`config.mk`:
```
export PLATFORM = sky130hd
export DESIGN_NAME = vec_sequencer
export DESIGN_NICKNAME = d
export VERILOG_FILES = /design/src/rtl/vec_sequencer.sv
export SDC_FILE = /design/constraint.sdc
export NUM_CORES = 1
export LEC_CHECK = 0
export ABC_AREA = 1
export CAP_MARGIN = 20
export CELL_PAD_IN_SITES_DETAIL_PLACEMENT = 0
export CELL_PAD_IN_SITES_GLOBAL_PLACEMENT = 1
export CORE_ASPECT_RATIO = 0.75
export CORE_UTILIZATION = 47
export CTS_BUF_LIST = sky130_fd_sc_hd__clkbuf_2
export DETAILED_ROUTE_END_ITERATION = 16
export PLACE_DENSITY = 0.84
export SYNTH_ARGS = -nofsm -noshare
export SYNTH_HDL_FRONTEND = slang
export SYNTH_SLANG_ARGS = --single-unit
export TNS_END_PERCENT = 100
```
`constraint.sdc`:
```
create_clock -name clk_i -period 22.8 [get_ports clk_i]
set_clock_uncertainty 0.1 [all_clocks]
set_input_delay 3.42 -clock clk_i [delete_from_list [all_inputs] [get_ports clk_i]]
set_output_delay 3.42 -clock clk_i [all_outputs]
set_load 0.01 [all_outputs]
```
`src/rtl/vec_sequencer.sv`:
```
// Vector command sequencer: queues commands, strip-mines them over lanes_p lanes and returns read results.
// Define VEC_SEQ_PERF_CNT_EN to add saturating busy-cycle and retired-command counters.
module vec_sequencer #(
    parameter int lanes_p        = 4,
    parameter int vlen_p         = 16,
    parameter int els_p          = 8,
    parameter int vdw_p          = 8,
    parameter int op_width_p     = 4,
    parameter int cmd_fifo_els_p = 2,
    localparam int AW  = (els_p > 1) ? $clog2(els_p) : 1,
    localparam int VLW = $clog2(vlen_p + 1),
    localparam int SW  = (vlen_p > 1) ? $clog2(vlen_p) : 1
) (
    input  logic                      clk_i,
    input  logic                      reset_n_i,
    input  logic                      cmd_v_i,
    output logic                      cmd_ready_o,
    input  logic [op_width_p-1:0]     cmd_op_i,
    input  logic [AW-1:0]             cmd_addr_a_i,
    input  logic [AW-1:0]             cmd_addr_b_i,
    input  logic [AW-1:0]             cmd_addr_d_i,
    input  logic [VLW-1:0]            cmd_vl_i,
    input  logic [vdw_p-1:0]          cmd_scalar_i,
    input  logic [vlen_p*vdw_p-1:0]   cmd_wdata_i,
    output logic [lanes_p-1:0]        lane_start_o,
    output logic [op_width_p-1:0]     lane_op_o,
    output logic [AW-1:0]             lane_addr_a_o,
    output logic [AW-1:0]             lane_addr_b_o,
    output logic [AW-1:0]             lane_addr_d_o,
    output logic [vdw_p-1:0]          lane_scalar_o,
    output logic [SW-1:0]             lane_strip_o,
    output logic [lanes_p*vdw_p-1:0]  lane_wdata_o,
    input  logic [lanes_p-1:0]        lane_done_i,
    input  logic [lanes_p-1:0]        lane_v_i,
    input  logic [lanes_p*vdw_p-1:0]  lane_data_i,
    output logic                      resp_v_o,
    output logic [vlen_p*vdw_p-1:0]   resp_data_o,
    input  logic                      resp_yumi_i,
    output logic                      done_o,
    output logic                      busy_o
`ifdef VEC_SEQ_PERF_CNT_EN
    ,
    output logic [31:0]               perf_busy_cycles_o,
    output logic [15:0]               perf_cmds_o
`endif
);

    localparam int PW = (cmd_fifo_els_p > 1) ? $clog2(cmd_fifo_els_p) : 1;
    localparam int CW = $clog2(cmd_fifo_els_p + 1);
    localparam logic [31:0] LANES32 = 32'(lanes_p);
    localparam logic [op_width_p-1:0] OP_READ = op_width_p'(8);

    typedef struct packed {
        logic [op_width_p-1:0]   op;
        logic [AW-1:0]           a;
        logic [AW-1:0]           b;
        logic [AW-1:0]           d;
        logic [VLW-1:0]          vl;
        logic [vdw_p-1:0]        scalar;
        logic [vlen_p*vdw_p-1:0] wdata;
    } cmd_t;

    typedef enum logic [1:0] {IDLE, ISSUE, WAIT, RESP} state_t;

    // Command FIFO
    cmd_t           fifo_mem_q [cmd_fifo_els_p];
    cmd_t           cmd_in;
    cmd_t           head;
    logic [PW-1:0]  wr_ptr_q, wr_ptr_d, rd_ptr_q, rd_ptr_d;
    logic [CW-1:0]  count_q, count_d;
    logic           full_q, full_d;
    logic           push, pop;

    // Working command and sequencing state
    state_t                  state_q, state_d;
    cmd_t                    cmd_q, cmd_d;
    logic [SW-1:0]           strip_q, strip_d;
    logic [lanes_p-1:0]      sticky_q, sticky_d;
    logic [vlen_p*vdw_p-1:0] result_q, result_d;
    logic                    done_q, done_d;
    logic [lanes_p-1:0]      mask;
    logic                    all_done;
    logic                    last_strip;
    logic [VLW-1:0]          head_vl_eff;

    assign cmd_ready_o = ~full_q;
    assign push        = cmd_v_i & ~full_q;
    assign head        = fifo_mem_q[rd_ptr_q];

    always_comb begin
        cmd_in.op     = cmd_op_i;
        cmd_in.a      = cmd_addr_a_i;
        cmd_in.b      = cmd_addr_b_i;
        cmd_in.d      = cmd_addr_d_i;
        cmd_in.vl     = cmd_vl_i;
        cmd_in.scalar = cmd_scalar_i;
        cmd_in.wdata  = cmd_wdata_i;
    end

    always_ff @(posedge clk_i) begin
        if (push) begin
            fifo_mem_q[wr_ptr_q] <= cmd_in;
        end
    end

    always_comb begin
        wr_ptr_d = wr_ptr_q;
        rd_ptr_d = rd_ptr_q;
        count_d  = count_q;
        if (push) begin
            wr_ptr_d = (wr_ptr_q == PW'(cmd_fifo_els_p - 1)) ? '0 : wr_ptr_q + PW'(1);
        end
        if (pop) begin
            rd_ptr_d = (rd_ptr_q == PW'(cmd_fifo_els_p - 1)) ? '0 : rd_ptr_q + PW'(1);
        end
        if (push && !pop) begin
            count_d = count_q + CW'(1);
        end else if (!push && pop) begin
            count_d = count_q - CW'(1);
        end
        full_d = (count_d == CW'(cmd_fifo_els_p));
    end

    // Lane i is active in this strip when its element index lies below the vector length
    for (genvar gi = 0; gi < lanes_p; gi++) begin : g_mask
        assign mask[gi] = (32'(strip_q) * LANES32 + 32'(gi)) < 32'(cmd_q.vl);
    end

    assign all_done    = &(sticky_q | (lane_done_i & mask) | ~mask);
    assign last_strip  = ((32'(strip_q) + 32'd1) * LANES32) >= 32'(cmd_q.vl);
    assign head_vl_eff = (head.vl > VLW'(vlen_p)) ? VLW'(vlen_p) : head.vl;

    always_comb begin
        state_d  = state_q;
        cmd_d    = cmd_q;
        strip_d  = strip_q;
        sticky_d = sticky_q;
        result_d = result_q;
        done_d   = 1'b0;
        pop      = 1'b0;
        case (state_q)
            IDLE: begin
                if (count_q != '0) begin
                    pop      = 1'b1;
                    cmd_d    = head;
                    cmd_d.vl = head_vl_eff;
                    strip_d  = '0;
                    sticky_d = '0;
                    result_d = '0;
                    if (head_vl_eff != '0) begin
                        state_d = ISSUE;
                    end else if (head.op == OP_READ) begin
                        state_d = RESP;
                    end else begin
                        done_d = 1'b1;
                    end
                end
            end
            ISSUE: begin
                state_d = WAIT;
            end
            WAIT: begin
                for (int k = 0; k < vlen_p; k++) begin
                    if (strip_q == SW'(k / lanes_p) && mask[k % lanes_p] && lane_v_i[k % lanes_p]) begin
                        result_d[k*vdw_p +: vdw_p] = lane_data_i[(k % lanes_p)*vdw_p +: vdw_p];
                    end
                end
                if (all_done) begin
                    sticky_d = '0;
                    if (!last_strip) begin
                        strip_d = strip_q + SW'(1);
                        state_d = ISSUE;
                    end else if (cmd_q.op == OP_READ) begin
                        state_d = RESP;
                    end else begin
                        state_d = IDLE;
                        done_d  = 1'b1;
                    end
                end else begin
                    sticky_d = sticky_q | (lane_done_i & mask);
                end
            end
            RESP: begin
                if (resp_yumi_i) begin
                    done_d  = 1'b1;
                    state_d = IDLE;
                end
            end
            default: state_d = IDLE;
        endcase
    end

    always_ff @(posedge clk_i or negedge reset_n_i) begin
        if (!reset_n_i) begin
            wr_ptr_q <= '0;
            rd_ptr_q <= '0;
            count_q  <= '0;
            full_q   <= 1'b0;
            state_q  <= IDLE;
            cmd_q    <= '0;
            strip_q  <= '0;
            sticky_q <= '0;
            result_q <= '0;
            done_q   <= 1'b0;
        end else begin
            wr_ptr_q <= wr_ptr_d;
            rd_ptr_q <= rd_ptr_d;
            count_q  <= count_d;
            full_q   <= full_d;
            state_q  <= state_d;
            cmd_q    <= cmd_d;
            strip_q  <= strip_d;
            sticky_q <= sticky_d;
            result_q <= result_d;
            done_q   <= done_d;
        end
    end

    // Write slice for the current strip; slots of inactive lanes are zeroed
    always_comb begin
        lane_wdata_o = '0;
        for (int k = 0; k < vlen_p; k++) begin
            if (strip_q == SW'(k / lanes_p) && mask[k % lanes_p]) begin
                lane_wdata_o[(k % lanes_p)*vdw_p +: vdw_p] = cmd_q.wdata[k*vdw_p +: vdw_p];
            end
        end
    end

    assign lane_start_o  = (state_q == ISSUE) ? mask : '0;
    assign lane_op_o     = cmd_q.op;
    assign lane_addr_a_o = cmd_q.a;
    assign lane_addr_b_o = cmd_q.b;
    assign lane_addr_d_o = cmd_q.d;
    assign lane_scalar_o = cmd_q.scalar;
    assign lane_strip_o  = strip_q;
    assign resp_v_o      = (state_q == RESP);
    assign resp_data_o   = result_q;
    assign done_o        = done_q;
    assign busy_o        = (state_q != IDLE) || (count_q != '0);

`ifdef VEC_SEQ_PERF_CNT_EN
    logic [31:0] perf_busy_q, perf_busy_d;
    logic [15:0] perf_cmds_q, perf_cmds_d;

    always_comb begin
        perf_busy_d = perf_busy_q;
        perf_cmds_d = perf_cmds_q;
        if (busy_o && perf_busy_q != '1) begin
            perf_busy_d = perf_busy_q + 32'd1;
        end
        if (done_q && perf_cmds_q != '1) begin
            perf_cmds_d = perf_cmds_q + 16'd1;
        end
    end

    always_ff @(posedge clk_i or negedge reset_n_i) begin
        if (!reset_n_i) begin
            perf_busy_q <= '0;
            perf_cmds_q <= '0;
        end else begin
            perf_busy_q <= perf_busy_d;
            perf_cmds_q <= perf_cmds_d;
        end
    end

    assign perf_busy_cycles_o = perf_busy_q;
    assign perf_cmds_o        = perf_cmds_q;
`endif

endmodule

```
* Word-level counts from Yosys, hierarchy flattened *
Memories as Yosys holds them, arrays and structs flattened.
Cells that the tools add are included.

storage, ports and cells
  bits in registers = 298
  RAM bits = 308
  input bits = 198
  memories = 1

cells by class
  add/sub/neg operators = 9
  order comparisons = 6
  equal/unequal tests = 30
  mux-type cells = 66
  bitwise operators = 6
  reduce and logical (&&, ||, !) cells = 64

memories
  memory      depth  bits a word  rd ports  clocked after memory_dff  wr ports  line  source
  fifo_mem_q  2      154          1         0                         1         66    cmd_t fifo_mem_q [cmd_fifo_els_p];

operators with widths
  kind                                                              count
  8-bit 2-to-1 mux                                                  32
  128-bit case mux with 2 select lines                              1
  128-bit 2-to-1 mux                                                1
  3-bit AND reduction                                               16
  2-bit != test (second input constant)                             19
  1-bit logical AND                                                 34
  7-bit by 5-bit < comparator with 1-bit output                     3
  4-bit 2-to-1 mux                                                  5
  2-bit 2-to-1 mux                                                  9
  4-bit case mux with 2 select lines                                2
  6-bit by 2-bit adder with 7-bit output (second input constant)    2
  1-bit 2-to-1 mux                                                  13
  4-bit AND reduction                                               3
  4-bit by 2-bit == test with 1-bit output (second input constant)  2
  4-bit == test (second input constant)                             2
  4-bit bitwise OR                                                  2
  2-bit case mux with 4 select lines                                1
  6-bit by 1-bit adder with 7-bit output (second input constant)    1
  7-bit by 5-bit greater-or-equal comparator with 1-bit output      1
  2-bit == test (second input constant)                             3
  6-bit by 5-bit < comparator with 1-bit output                     1
  2-bit nonzero test                                                3
  4-bit by 1-bit adder with 5-bit output (second input constant)    1
  5-bit > comparator (second input constant)                        1
  other kinds (20)                                                  23

* Longest topological paths before layout *
  depth after elaboration = 8
  mapped depth = 13
  gate-level depth less buffers = 13

* Least setup slack after synthesis *
OpenSTA, ideal clock, no wires.

  path kind = in2reg
  start point = in cmd_v_i
  end point = mem fifo_mem_q[0][0] (netlist name) (enable)
  setup time = 0.670 ns
  arrival = 9.921 ns
  data required time = 22.030 ns
  setup slack = 12.109 ns
  cell stages on the path = 2
  cell sequence = nand2_1 -> nor2_1

between the ends
  cells in the longest elaborated chain, start to end = 3

RTL lines
  element                                 line  source
  start, declared                         16    input logic cmd_v_i,
  1-bit AND                               87    assign push = cmd_v_i & ~full_q;
  1-bit 2-to-1 mux                        101   if (push) begin
  1-bit 2-to-1 mux (not written as such)  102   fifo_mem_q[wr_ptr_q] <= cmd_in;
  end, declared                           66

No other way between the ends.

* Worst setup path in the final report *
  start point = reg strip_q[0] (netlist: lane_strip_o[0])
  end point = out lane_wdata_o[17]

between the ends
  cells in the longest elaborated chain, start to end = 7

RTL lines
  element                                        line  source
  start, declared                                77    logic [SW-1:0] strip_q, strip_d;
  start signal, assigned                         212   strip_q <= strip_d;
  6-bit by 2-bit adder with 7-bit output         126   assign mask[gi] = (32'(strip_q) * LANES32 + 32'(gi)) < 32'(cmd_q.vl);
  7-bit by 5-bit < comparator with 1-bit output  126
  1-bit logical AND                              223   if (strip_q == SW'(k / lanes_p) && mask[k % lanes_p]) begin
  8-bit 2-to-1 mux (3 in a row)                  223
  8-bit 2-to-1 mux *                             223
  end, declared                                  32    output logic [lanes_p*vdw_p-1:0] lane_wdata_o,

Every way passes the cells marked *; elsewhere a longest branch is shown, timed or not.

==> metrics.cfg <==
[synth]
syn_inst=2061
yosysSeqAreaShare=0.6976
syn_avg_cell_area_um2=11.62
synth_fp_nets=2271
synth_area_um2=23950
synth-warning-count=0
ys_seq_elements=606
ys_types=36

[worst_setup_path]
critPathKind=reg -> out
cp.required_ns=19.28
crit_fanout=18
crit_path_end_kind=output port
path_cells=inv_1, ha_1, o21ai_0, nand2_1, nand2_1, nor2_8, o21ai_2, o21ai_0, o22ai_1, clkdlybuf4s50_1
critPathMaxStageDelay_ns=0.61
startpoint_type=flop
cp.arrival_ns=4.56
cp_slowest_cell=clkdlybuf4s50_1

[routing]
firstDrtPassIters=5
viasPerCell=5.160
drtIter0Drc=1240
drcViolationCount=0
routedWlPerCell_um=19.13
via_count=16982
antenna_left=0
drt-total-wl_um=62970

[cells_and_area]
layout.cells.non_filler=3291
final_core_utilization=0.5924
nNetsFinal=2715
fillers=4166
areaGrowthSynthToFinish_pct=24.16
drive_gt1_frac=0.1499

[sta]
finalSetupTns_ns=0
tightestPinTransition_ns=1.287
hold_viol_final=0
relSlewSlack=0.1420
fmax_mhz=123.7
min_period_ns=8.084
setup-violations-final=0
rsz0062_at_grt=false
finalHoldWorstSlack_ns=0.3630
slew_violations=0
fin_crit_sh=0.3546

[floorplanning]
std_cell_rows=71
die_y_um=197.5
die_area_um2=51870
initial_core_util=0.4771
core_region_area_um2=50190
die_width_um=262.6
io_pins=391

[grt]
grt_pass1_wl_um=95280
grt_max_degree=155
grtUsageTotal=0.2428
overflow=0
grt_pass1_vias=16758
antenna_found_initial=18

[power]
pwr-share-comb=0.427
internal-power_w=0.002622
p_leak_nw=12.33
finalPower_w=0.004345
powerDensity_nw_per_um2=146.1
clkPwrFrac=0.173
seq_power_share=0.401
power_switching_w=0.001723
ir_worst_vdd_uv=110.1
swShare=0.3966

[cts]
root_buffer=clkbuf_2
ctsHoldBuffers=0
clock_sinks=606
cts_tree=yes
insertion_delay_ns=1.18
postCtsSetupBuffers=0
clk_path_buf_depth=3
cts_resized=0
clkSlewWorstSetupHoldPaths_ns=0.11
cts.htree.levels=4
cts_buffers=148

[run_status]
status=completed

[run]
cap_violations=0

[hold_path]
min_path_type=reg -> reg

[placed_design]
port_buffers=390
place_inst=3011
place.gp.congestion=0.9108
post-dp-hpwl_um=41170

-- kinds of logic (layout without fill, tap and decap cells) --
| logic type | count (synthesis) | after routing | share of synthesized area |
|---|---|---|---|
| AO/OA/AOI/OAI | 291 | 291 | 0.07163 |
| XOR/XNOR | 3 | 3 | 0.001097 |
| adder cells (fa/ha/maj) | 12 | 12 | 0.006270 |
| buffers and inverters | 254 | 815 | 0.04561 |
| flip-flops | 606 | 606 | 0.6976 |
| multiplexers | 88 | 88 | 0.04138 |
| other | 0 | 12 | 0 |
| AND/OR/NAND/NOR | 807 | 807 | 0.1364 |
-- registers in the layout, summed over array words and instances (netlist names) --
name	flops
lane_scalar_o	8
state_q	2
wr_ptr_q	1
lane_addr_d_o	3
done_o	1
lane_addr_b_o	3
fifo_mem_q	308
lane_strip_o	4
cmd_q	133
sticky_q	4
count_q	2
resp_data_o	128
rd_ptr_q	1
full_q	1
lane_addr_a_o	3
lane_op_o	4
-- layout make-up --
type,instances,area [um^2],share of cell area
multi-input combinational,1201,6163,0.2073
inverter,143,539.3,0.01814
antenna,12,30.03,0.001010
clock buffer,229,1146,0.03855
tap,657,822.0,0.02765
sequential,606,16710,0.5620
clock inverter,38,275.3,0.009258
timing repair buffer,405,4046,0.1361
-- worst max-delay path: cells and delay by family (launching register included) --
family	cells	cell delay (ns)
buffers and inverters	2	0.76
AO/OA/AOI/OAI	4	0.99
AND/OR/NAND/NOR	3	0.77
adder cells (fa/ha/maj)	1	0.37
flip-flops	1	0.54
-- power by group through the flow --
stage / sequential (W) / combinational [W] / clock [W]
2_1_floorplan: 0.00176 / 0.00106 / 0
3_3_place_gp: 0.00175 / 0.00183 / 0
3_5_place_dp: 0.00176 / 0.00186 / 0
4_1_cts: 0.00174 / 0.00187 / 0.000775
5_1_grt: 0.00178 / 0.00203 / 0.000829
6_report: 0.00174 / 0.00185 / 0.000751
-- synthesized netlist by cell type (all sizes together) --
| cell type | count | area [um^2] |
|---|---|---|
| mux2 | 88 | 990.9 |
| nor3 | 2 | 10.01 |
| or2 | 4 | 25.02 |
| dfrtp | 298 | 7457 |
| a21oi | 17 | 85.08 |
| edfxtp | 308 | 9249 |
| nand4 | 8 | 50.05 |
| o31ai | 1 | 21.27 |
| a31oi | 147 | 919.6 |
| inv | 143 | 536.8 |
| a22oi | 3 | 22.52 |
| o21a | 1 | 7.510 |
| nand3 | 59 | 295.3 |
| nor2 | 245 | 987.2 |
| clkbuf | 59 | 221.5 |
| nand2 | 485 | 1868 |
| buf | 52 | 334.1 |
| o22ai | 7 | 43.79 |
| o21ai | 114 | 608.1 |
| xor2 | 3 | 26.28 |
| a21boi | 1 | 7.510 |
| ha | 12 | 150.1 |
| nor3b | 4 | 30.03 |
-- worst paths after layout --
kind / from / end / slack [ns] / cells after the start
max in group asynchronous: reset_n_i / cmd_q[82] / 18.24 / 3
min in group asynchronous: reset_n_i / lane_addr_b_o[1] / 2.25 / 1
max: lane_strip_o[0] / lane_wdata_o[17] / 14.72 / 10
max reg2reg: count_q[0] / cmd_q[63] / 19.18 / 7
min reg2reg: fifo_mem_q[1][48] / cmd_q[48] / 0.36 / 2
min: fifo_mem_q[1][48] / cmd_q[48] / 0.36 / 2
-- cells in the final DEF (no fill, tap or decap), types with 3 or more instances in the layout --
cell and count:
a21oi_1 17, a22oi_1 3, a31oi_1 147, buf_4 13, bufinv_16 4, clkbuf_2 229
clkdlybuf4s50_1 389, clkinv_1 22, clkinv_2 4, dfrtp_1 297, diode_2 12, edfxtp_1 308
ha_1 12, inv_1 138, inv_2 7, mux2_2 86, nand2_1 470, nand2_2 13
nand3_1 59, nand4_1 8, nor2_1 229, nor2_2 11, nor2_4 3, nor3b_1 4
o21ai_0 108, o21ai_4 3, o22ai_1 7, or2_2 4, xor2_1 3
-- metal layers --
layer	track usage	part of all wire
met3	0.07641	0.079
met1	0.3213	0.43
met4	0.08780	0.019
met5	0	0.00071
met2	0.3780	0.47
-- through the flow --
stage	cell area [um^2]	setup slack, ns
after floorplan	23950	12.11
after global placement	28270	16.01
after detailed placement	28270	15.94
after CTS	29690	14.63
after global routing	29720	14.37
final	29730	14.72
(Power assumes the default switching activity.)
